[src/rtl/spi_rom_pkg.sv]
// spi_rom_pkg: state encoding, TX word bit positions and length limits
// shared by spi_flash_reader and spi_rx_unpack.
package spi_rom_pkg;

    localparam logic [2:0] ST_IDLE    = 3'd0;
    localparam logic [2:0] ST_HDR     = 3'd1;
    localparam logic [2:0] ST_OP      = 3'd2;
    localparam logic [2:0] ST_A2      = 3'd3;
    localparam logic [2:0] ST_A1      = 3'd4;
    localparam logic [2:0] ST_A0      = 3'd5;
    localparam logic [2:0] ST_DUMMY   = 3'd6;
    localparam logic [2:0] ST_WAIT_RX = 3'd7;

    typedef enum logic [2:0] {
        IDLE    = ST_IDLE,
        HDR     = ST_HDR,
        OP      = ST_OP,
        A2      = ST_A2,
        A1      = ST_A1,
        A0      = ST_A0,
        DUMMY   = ST_DUMMY,
        WAIT_RX = ST_WAIT_RX
    } state_t;

    localparam int HDR_FLAG = 8;
    localparam int RD_WR    = 7;

    localparam logic [6:0] MAX_LEN   = 7'd123;
    localparam logic [6:0] CMD_BYTES = 7'd4;

    function automatic logic len_ok(input logic [6:0] len);
        return (len != 7'd0) && (len <= MAX_LEN);
    endfunction

endpackage

[src/rtl/spi_rx_unpack.sv]
// spi_rx_unpack: pops the SPI RX FIFO one read at a time, counts returned
// bytes, drops the opcode/address echo and presents payload bytes.
// Ports: i_clk/i_rst clock and sync reset; i_clr clears on a new transaction;
// i_en enables reads while busy; i_total = payload + command bytes;
// i_rx_dout/i_rx_empty/o_rx_rd RX FIFO side; o_data_out/o_data_valid
// consumer side; o_byte marks a returned byte; o_last marks the final one.
module spi_rx_unpack
    import spi_rom_pkg::*;
(
    input  logic       i_clk,
    input  logic       i_rst,
    input  logic       i_clr,
    input  logic       i_en,
    input  logic [6:0] i_total,
    input  logic [7:0] i_rx_dout,
    input  logic       i_rx_empty,
    output logic       o_rx_rd,
    output logic [7:0] o_data_out,
    output logic       o_data_valid,
    output logic       o_byte,
    output logic       o_last
);

    logic       r_rd_q;
    logic [6:0] r_cnt;
    logic       w_rd;

    // r_rd_q doubles as "read outstanding": no back-to-back reads, and
    // r_cnt is exact whenever a new read is considered.
    assign w_rd = i_en && !i_rx_empty && !r_rd_q && (r_cnt < i_total);

    always_ff @(posedge i_clk) begin
        if (i_rst || i_clr) begin
            r_rd_q <= 1'b0;
            r_cnt  <= 7'd0;
        end else begin
            r_rd_q <= w_rd;
            if (r_rd_q) begin
                r_cnt <= r_cnt + 7'd1;
            end
        end
    end

    // Returned data is valid the cycle after the read strobe.
    assign o_byte       = r_rd_q && i_en;
    assign o_data_valid = o_byte && (r_cnt >= CMD_BYTES);
    assign o_data_out   = o_data_valid ? i_rx_dout : 8'h00;
    assign o_last       = o_byte && (r_cnt == i_total - 7'd1);
    assign o_rx_rd      = w_rd;

endmodule

[src/rtl/spi_flash_reader.sv]
// spi_flash_reader: frames a flash read (header, opcode, 24-bit address,
// dummy bytes) into the SPI TX FIFO and streams the payload from the RX FIFO.
// Ports: i_clk/i_rst; i_start/i_addr/i_len request; o_busy/o_done/o_err
// status; o_data_out/o_data_valid payload; o_tx_din/o_tx_wr/i_tx_full TX
// FIFO; i_rx_dout/o_rx_rd/i_rx_empty RX FIFO.
module spi_flash_reader
    import spi_rom_pkg::*;
#(
    parameter logic [7:0] READ_OP    = 8'h03,
    parameter logic [7:0] DUMMY_BYTE = 8'h00,
    parameter int         TIMEOUT    = 4096
) (
    input  logic        i_clk,
    input  logic        i_rst,
    input  logic        i_start,
    input  logic [23:0] i_addr,
    input  logic [6:0]  i_len,
    output logic        o_busy,
    output logic        o_done,
    output logic        o_err,
    output logic [7:0]  o_data_out,
    output logic        o_data_valid,
    output logic [8:0]  o_tx_din,
    output logic        o_tx_wr,
    input  logic        i_tx_full,
    input  logic [7:0]  i_rx_dout,
    output logic        o_rx_rd,
    input  logic        i_rx_empty
);

    localparam logic [12:0] TO_LAST = 13'(TIMEOUT - 1);

    state_t      r_state;
    logic        r_busy;
    logic        r_err;
    logic [23:0] r_addr;
    logic [6:0]  r_len;
    logic [6:0]  r_total;
    logic [6:0]  r_dcnt;
    logic [12:0] r_to;

    logic        w_accept;
    logic        w_push;
    logic        w_tx_wr;
    logic [8:0]  w_tx_din;
    logic        w_byte;
    logic        w_last;

    assign w_accept = (r_state == IDLE) && i_start && len_ok(i_len);

    always_comb begin
        w_tx_din = 9'h000;
        w_push   = 1'b1;
        case (r_state)
            HDR: begin
                w_tx_din[HDR_FLAG] = 1'b1;
                w_tx_din[RD_WR]    = 1'b0;
                w_tx_din[6:0]      = r_total;
            end
            OP:      w_tx_din = {1'b0, READ_OP};
            A2:      w_tx_din = {1'b0, r_addr[23:16]};
            A1:      w_tx_din = {1'b0, r_addr[15:8]};
            A0:      w_tx_din = {1'b0, r_addr[7:0]};
            DUMMY:   w_tx_din = {1'b0, DUMMY_BYTE};
            default: w_push   = 1'b0;
        endcase
    end

    assign w_tx_wr = w_push && !i_tx_full;

    always_ff @(posedge i_clk) begin
        if (i_rst) begin
            r_state <= IDLE;
            r_busy  <= 1'b0;
            r_err   <= 1'b0;
            r_addr  <= 24'h0;
            r_len   <= 7'd0;
            r_total <= 7'd0;
            r_dcnt  <= 7'd0;
            r_to    <= 13'd0;
        end else begin
            r_err <= 1'b0;
            if (r_state == IDLE) begin
                if (i_start) begin
                    if (len_ok(i_len)) begin
                        r_addr  <= i_addr;
                        r_len   <= i_len;
                        r_total <= i_len + CMD_BYTES;
                        r_to    <= 13'd0;
                        r_busy  <= 1'b1;
                        r_state <= HDR;
                    end else begin
                        r_err <= 1'b1;
                    end
                end
            end else if (w_last) begin
                // Completion takes priority over a coincident timeout.
                r_busy  <= 1'b0;
                r_state <= IDLE;
            end else if (!w_byte && (r_to == TO_LAST)) begin
                r_err   <= 1'b1;
                r_busy  <= 1'b0;
                r_state <= IDLE;
            end else begin
                r_to <= w_byte ? 13'd0 : r_to + 13'd1;
                if (w_tx_wr) begin
                    case (r_state)
                        HDR: r_state <= OP;
                        OP:  r_state <= A2;
                        A2:  r_state <= A1;
                        A1:  r_state <= A0;
                        A0: begin
                            r_dcnt  <= r_len;
                            r_state <= DUMMY;
                        end
                        DUMMY: begin
                            r_dcnt <= r_dcnt - 7'd1;
                            if (r_dcnt == 7'd1) begin
                                r_state <= WAIT_RX;
                            end
                        end
                        default: r_state <= r_state;
                    endcase
                end
            end
        end
    end

    spi_rx_unpack u_rx (
        .i_clk        (i_clk),
        .i_rst        (i_rst),
        .i_clr        (w_accept),
        .i_en         (r_busy),
        .i_total      (r_total),
        .i_rx_dout    (i_rx_dout),
        .i_rx_empty   (i_rx_empty),
        .o_rx_rd      (o_rx_rd),
        .o_data_out   (o_data_out),
        .o_data_valid (o_data_valid),
        .o_byte       (w_byte),
        .o_last       (w_last)
    );

    assign o_busy   = r_busy;
    assign o_done   = w_last;
    assign o_err    = r_err;
    assign o_tx_din = w_tx_din;
    assign o_tx_wr  = w_tx_wr;

endmodule

[config.mk]
export PLATFORM = sky130hd
export DESIGN_NAME = spi_flash_reader
export DESIGN_NICKNAME = d
export VERILOG_FILES = /design/src/rtl/spi_rom_pkg.sv /design/src/rtl/spi_rx_unpack.sv /design/src/rtl/spi_flash_reader.sv
export SDC_FILE = /design/constraint.sdc
export NUM_CORES = 1
export LEC_CHECK = 0
export CAP_MARGIN = 30
export CORE_AREA = 2 2 87 89
export DETAILED_ROUTE_END_ITERATION = 8
export DIE_AREA = 0 0 89 91
export GPL_TIMING_DRIVEN = 0
export PLACE_DENSITY_LB_ADDON = 0.25
export SKIP_CTS_REPAIR_TIMING = 1
export SLEW_MARGIN = 30
export SYNTH_ARGS = -nofsm -noshare
export SYNTH_HDL_FRONTEND = slang
export SYNTH_HIERARCHICAL = 1
export SYNTH_SLANG_ARGS = --single-unit
[constraint.sdc]
create_clock -name i_clk -period 5.8 [get_ports i_clk]
set_input_delay 1.16 -clock i_clk [delete_from_list [all_inputs] [get_ports i_clk]]
set_output_delay 1.16 -clock i_clk [all_outputs]
set_load 0.02 [all_outputs]
==> impl_table.tex <==
\begin{tabular}{lr}
\hline
Metric & Value \\
\hline
\multicolumn{2}{l}{\textbf{Synthesis}} \\
\quad Synthesized instance count & approximately 500 \\
\quad Ys async rst share & 0 \\
\quad Post-synth EDFFs & 0 \\
\quad Compound-cell area share of the yosys netlist & 0.204 \\
\quad Area share of xor/xnor cells in the synthesized design & 0.0344 \\
\quad Simple logic cell fraction of the synthesized area & 0.277 \\
\quad Portion of netlist area occupied by mux cells & 0.0209 \\
\quad Synth Flop Type & dfxtp\_1 \\
\quad Sequential cell area fraction in the yosys report & 0.361 \\
\quad Adder and majority cell fraction of the synthesized area & 0.0524 \\
\quad Dominant combinational cell family by area after synthesis & simple AND/OR/NAND/NOR gates \\
\quad Synthesized Nets & 547 \\
\quad FF+latch count, synth & 69 \\
\quad Count of warnings emitted by yosys & 6 \\
\quad Cell Area, Synth & between 0.003 and 0.004 mm\^{}2 \\
\quad Avg Inst Size Synth & 7.85 um\^{}2 \\
\quad Cell variety after synth & 53 \\
\multicolumn{2}{l}{\textbf{Detailed routing}} \\
\quad Routed wire length & between 10,000 and 15,000 um \\
\quad Mean routed wirelength per cell & between 10 and 15 um \\
\quad Final routed DRC violation total & 0 \\
\quad Number of vias after detailed routing & $\sim$3,800 \\
\quad Initial DRT Pass Iterations & 5 \\
\quad Post-route antenna net violation count & 0 \\
\quad Count of routing violations after the opening detailed-route iteration & around 190 \\
\quad Via density & 5.67 \\
\multicolumn{2}{l}{\textbf{Final layout}} \\
\quad Cell area after layout & 0.00483 mm\^{}2 \\
\quad Number of antenna diodes & 0 \\
\quad Leading cell types in the layout, fill and taps excluded & nand2\_1, dfxtp\_1, clkdlybuf4s50\_1, a21oi\_1, nor2\_1 \\
\quad Most frequent standard cell in the layout excluding fill and tap cells & nand2\_1 \\
\quad Area Growth Syn to Fin & 26.4\% \\
\quad Fraction of final layout cells with drive strength greater than 1 & 0.0703 \\
\quad Core occupancy in the finished layout & 0.677 \\
\quad Layout net count & 624 \\
\multicolumn{2}{l}{\textbf{Timing}} \\
\quad Number of hold-slack violations in the final timing report & 0 \\
\quad Final number of max-transition violations & 0 \\
\quad Top achievable clock speed & roughly 240 MHz \\
\quad Setup repair after global routing missed its margin & no \\
\quad Relative slew margins & 0.624 \\
\quad Final critical-path required period & 4160 ps \\
\quad Number of setup violations in the final report & 0 \\
\quad Worst Tran Pin Value & 564 ps \\
\quad Final clock skew & between 7 and 8 ps \\
\quad Worst setup margin & 1640 ps \\
\quad Final total negative setup slack & 0 ps \\
\quad Final period util & 0.717 \\
\multicolumn{2}{l}{\textbf{Clock network}} \\
\quad Insertion delay of the later-clocked pin in the worst-skew pair & between 300 and 400 ps \\
\quad CTS Sinks & between 60 and 70 \\
\quad TritonCTS buffer count & 9 \\
\quad Clock buffer depth & 2 \\
\quad Post-CTS clock slew at the launch and capture registers of the worst setup and hold paths & 80 ps \\
\quad H-tree lvl count & 3 \\
\quad TritonCTS clock tree & yes \\
\quad Library cell used as clock root buffer & clkbuf\_8 \\
\multicolumn{2}{l}{\textbf{Hold path}} \\
\quad Worst hold path endpoint & r\_len[2]\$\_SDFFE\_PP0P\_ \\
\quad Min-Delay Startpoint & r\_len[2]\$\_SDFFE\_PP0P\_ \\
\quad Cell count of the worst hold path & 2 \\
\quad Min-Delay Path Class & register to register \\
\multicolumn{2}{l}{\textbf{Floorplan}} \\
\quad DIE WIDTH & around 89 um \\
\quad Standard-cell rows & 31 \\
\quad Die area & 0.00810 mm\^{}2 \\
\quad Floorplan core area & 0.00714 mm\^{}2 \\
\quad Floorplan die height & 91 um \\
\quad Initial core utilization & 0.536 \\
\quad I/O pin count & 67 \\
\multicolumn{2}{l}{\textbf{Global routing}} \\
\quad Remaining global-route overflow & 0 \\
\quad Overall routing resource usage & 0.251 \\
\quad Pin count of the biggest net entering global routing & 14 \\
\quad Number of global-route vias before repair & approximately 3,600 \\
\quad Number of antenna violations at the first check in global routing & 0 \\
\quad Global-route wire length before repair & 16,200 um \\
\multicolumn{2}{l}{\textbf{Critical path}} \\
\quad Depth of the most critical reg-to-reg path & 9 \\
\quad Crit. End Element & primary output \\
\quad Beginning of the worst register-to-register path & r\_len[0]\$\_SDFFE\_PP0P\_ \\
\quad Reg2Reg Capture Point & r\_to[11]\$\_SDFFE\_PP0P\_ \\
\quad Delay of the slowest cell on the worst path & 710 ps \\
\quad Worst reg-to-reg setup slack & around 2900 ps \\
\quad Crit path buffers/inverters & 2 \\
\quad Maximum net fanout on the critical path & 6 \\
\quad Endpoint required time on the critical path & 4640 ps \\
\quad Critical path type & register to primary output \\
\quad Endpoint arrival time on the critical path & 3000 ps \\
\quad Cell family contributing the most delay on the critical path & simple AND/OR/NAND/NOR gates \\
\quad Startpoint type of the worst setup path & register \\
\quad Cell breakdown of the critical path & inv\_1, ha\_1, xnor2\_1, or3\_1, nor4\_2, clkdlybuf4s50\_1 \\
\quad Master of the slowest instance on the critical path & clkdlybuf4s50\_1 \\
\multicolumn{2}{l}{\textbf{Power}} \\
\quad Static leakage & between 1.5 and 2 nW \\
\quad Total Power & 1.22 mW \\
\quad Pwr Density & 252 mW/mm\^{}2 \\
\quad Maximum ir drop on the vdd rail & 0.134 mV \\
\multicolumn{2}{l}{\textbf{Place}} \\
\quad Pre-CTS worst setup slack & 1970 ps \\
\quad Final weighted congestion in routability-driven placement & 0.885 \\
\quad Cell area reported after detailed placement & 0.00461 mm\^{}2 \\
\quad Number of port buffers & 66 \\
\quad DP HPWL & 7330 um \\
\multicolumn{2}{l}{\textbf{Status}} \\
\quad Status & finished clean \\
\multicolumn{2}{l}{\textbf{Run}} \\
\quad Max Cap Viol & 0 \\
\hline
\end{tabular}
[synth_stat cells, drive strengths merged (4+ instances only)]
master   n  area, um^2
clkbuf  14        53.8
o21ai   16        80.1
a21oi   56         280
dfxtp   69        1380
a22o     7        61.3
nand3b   4        30.0
or3      5        31.3
nor2    26        97.6
and2     9        56.3
a21o     9        67.6
mux2i    8        80.1
inv     17        63.8
nor4     4        31.3
ha      16         200
buf     15        72.6
o31ai    6        45.0
nand4   11        83.8
nand2   91         342
nor2b    6        37.5
nand3   14        70.1
xor2     7        61.3
nand2b  10        62.6
a211oi   9        67.6
nor3    14         104
xnor2    8        70.1
[worst min-delay path, cell delays in order, from the launching register on]
cell,delay (ps)
dfxtp_1,320
nand2_1,50
a21oi_1,50
[where the power goes]
part | total, mW | switching [mW] | leakage [nW] | internal (mW)
Combinational | 0.244 | 0.138 | 1.13 | 0.106
Sequential | 0.526 | 0.0259 | 0.562 | 0.500
Clock | 0.447 | 0.203 | 0.113 | 0.244
Total | 1.22 | 0.367 | 1.81 | 0.850
[worst max path at each step]
| stage | from | end | slack (ps) | cells past startpoint |
|---|---|---|---|---|
| after detailed placement | i_rx_empty | o_rx_rd | 1970 | 5 |
| final | r_len[0]$_SDFFE_PP0P_ | o_done | 1640 | 6 |
| after global placement | i_rx_empty | o_rx_rd | 1990 | 5 |
| after floorplan | i_rx_empty | o_rx_rd | 2820 | 3 |
| after CTS | r_len[0]$_SDFFE_PP0P_ | o_done | 1630 | 6 |
| after global routing | r_len[0]$_SDFFE_PP0P_ | o_done | 1540 | 6 |
[layer usage]
metal | GRT usage | vias up | part of all wire
met5 | 0 | - | 0
met1 | 0.323 | 1792 | 0.45
li1 | - | 1869 | -
met4 | 0.0920 | 0 | 0.023
met2 | 0.416 | 107 | 0.47
met3 | 0.0427 | 18 | 0.054
[through the flow]
| step | hold WS, ps | std cells |
|---|---|---|
| 2_1_floorplan | 436 | 487 |
| 4_1_cts | 461 | 668 |
| 5_1_grt | 483 | 668 |
| 3_5_place_dp | 450 | 652 |
| 6_report | 466 | 668 |
| 3_3_place_gp | 442 | 652 |
[area by class of cell]
class	instances	area (um^2)
fill	605	2300
multi-input combinational	372	2250
sequential	69	1380
timing repair buffer	66	661
buffer	29	126
clock buffer	9	124
tap	99	124
clock inverter	7	100
inverter	17	63.8
[sequential cells by signal, summed over array words and instances, names as in the netlist, 3 cells and up]
register,count
r_addr,24
r_len,7
r_total,5
r_to,13
r_dcnt,7
r_state,3
u_rx/r_cnt,7
[cells by family (layout without fill, tap and decap cells)]
group,count (synthesis),after routing
DFF,69,69
buffers and inverters,46,128
and+or+nand+nor,209,209
adders and majority gates,16,16
AOI/OAI and AO/OA,124,124
muxes,8,8
xor gates and xnor gates,15,15
Note: power is estimated with default switching activity, not from simulation.
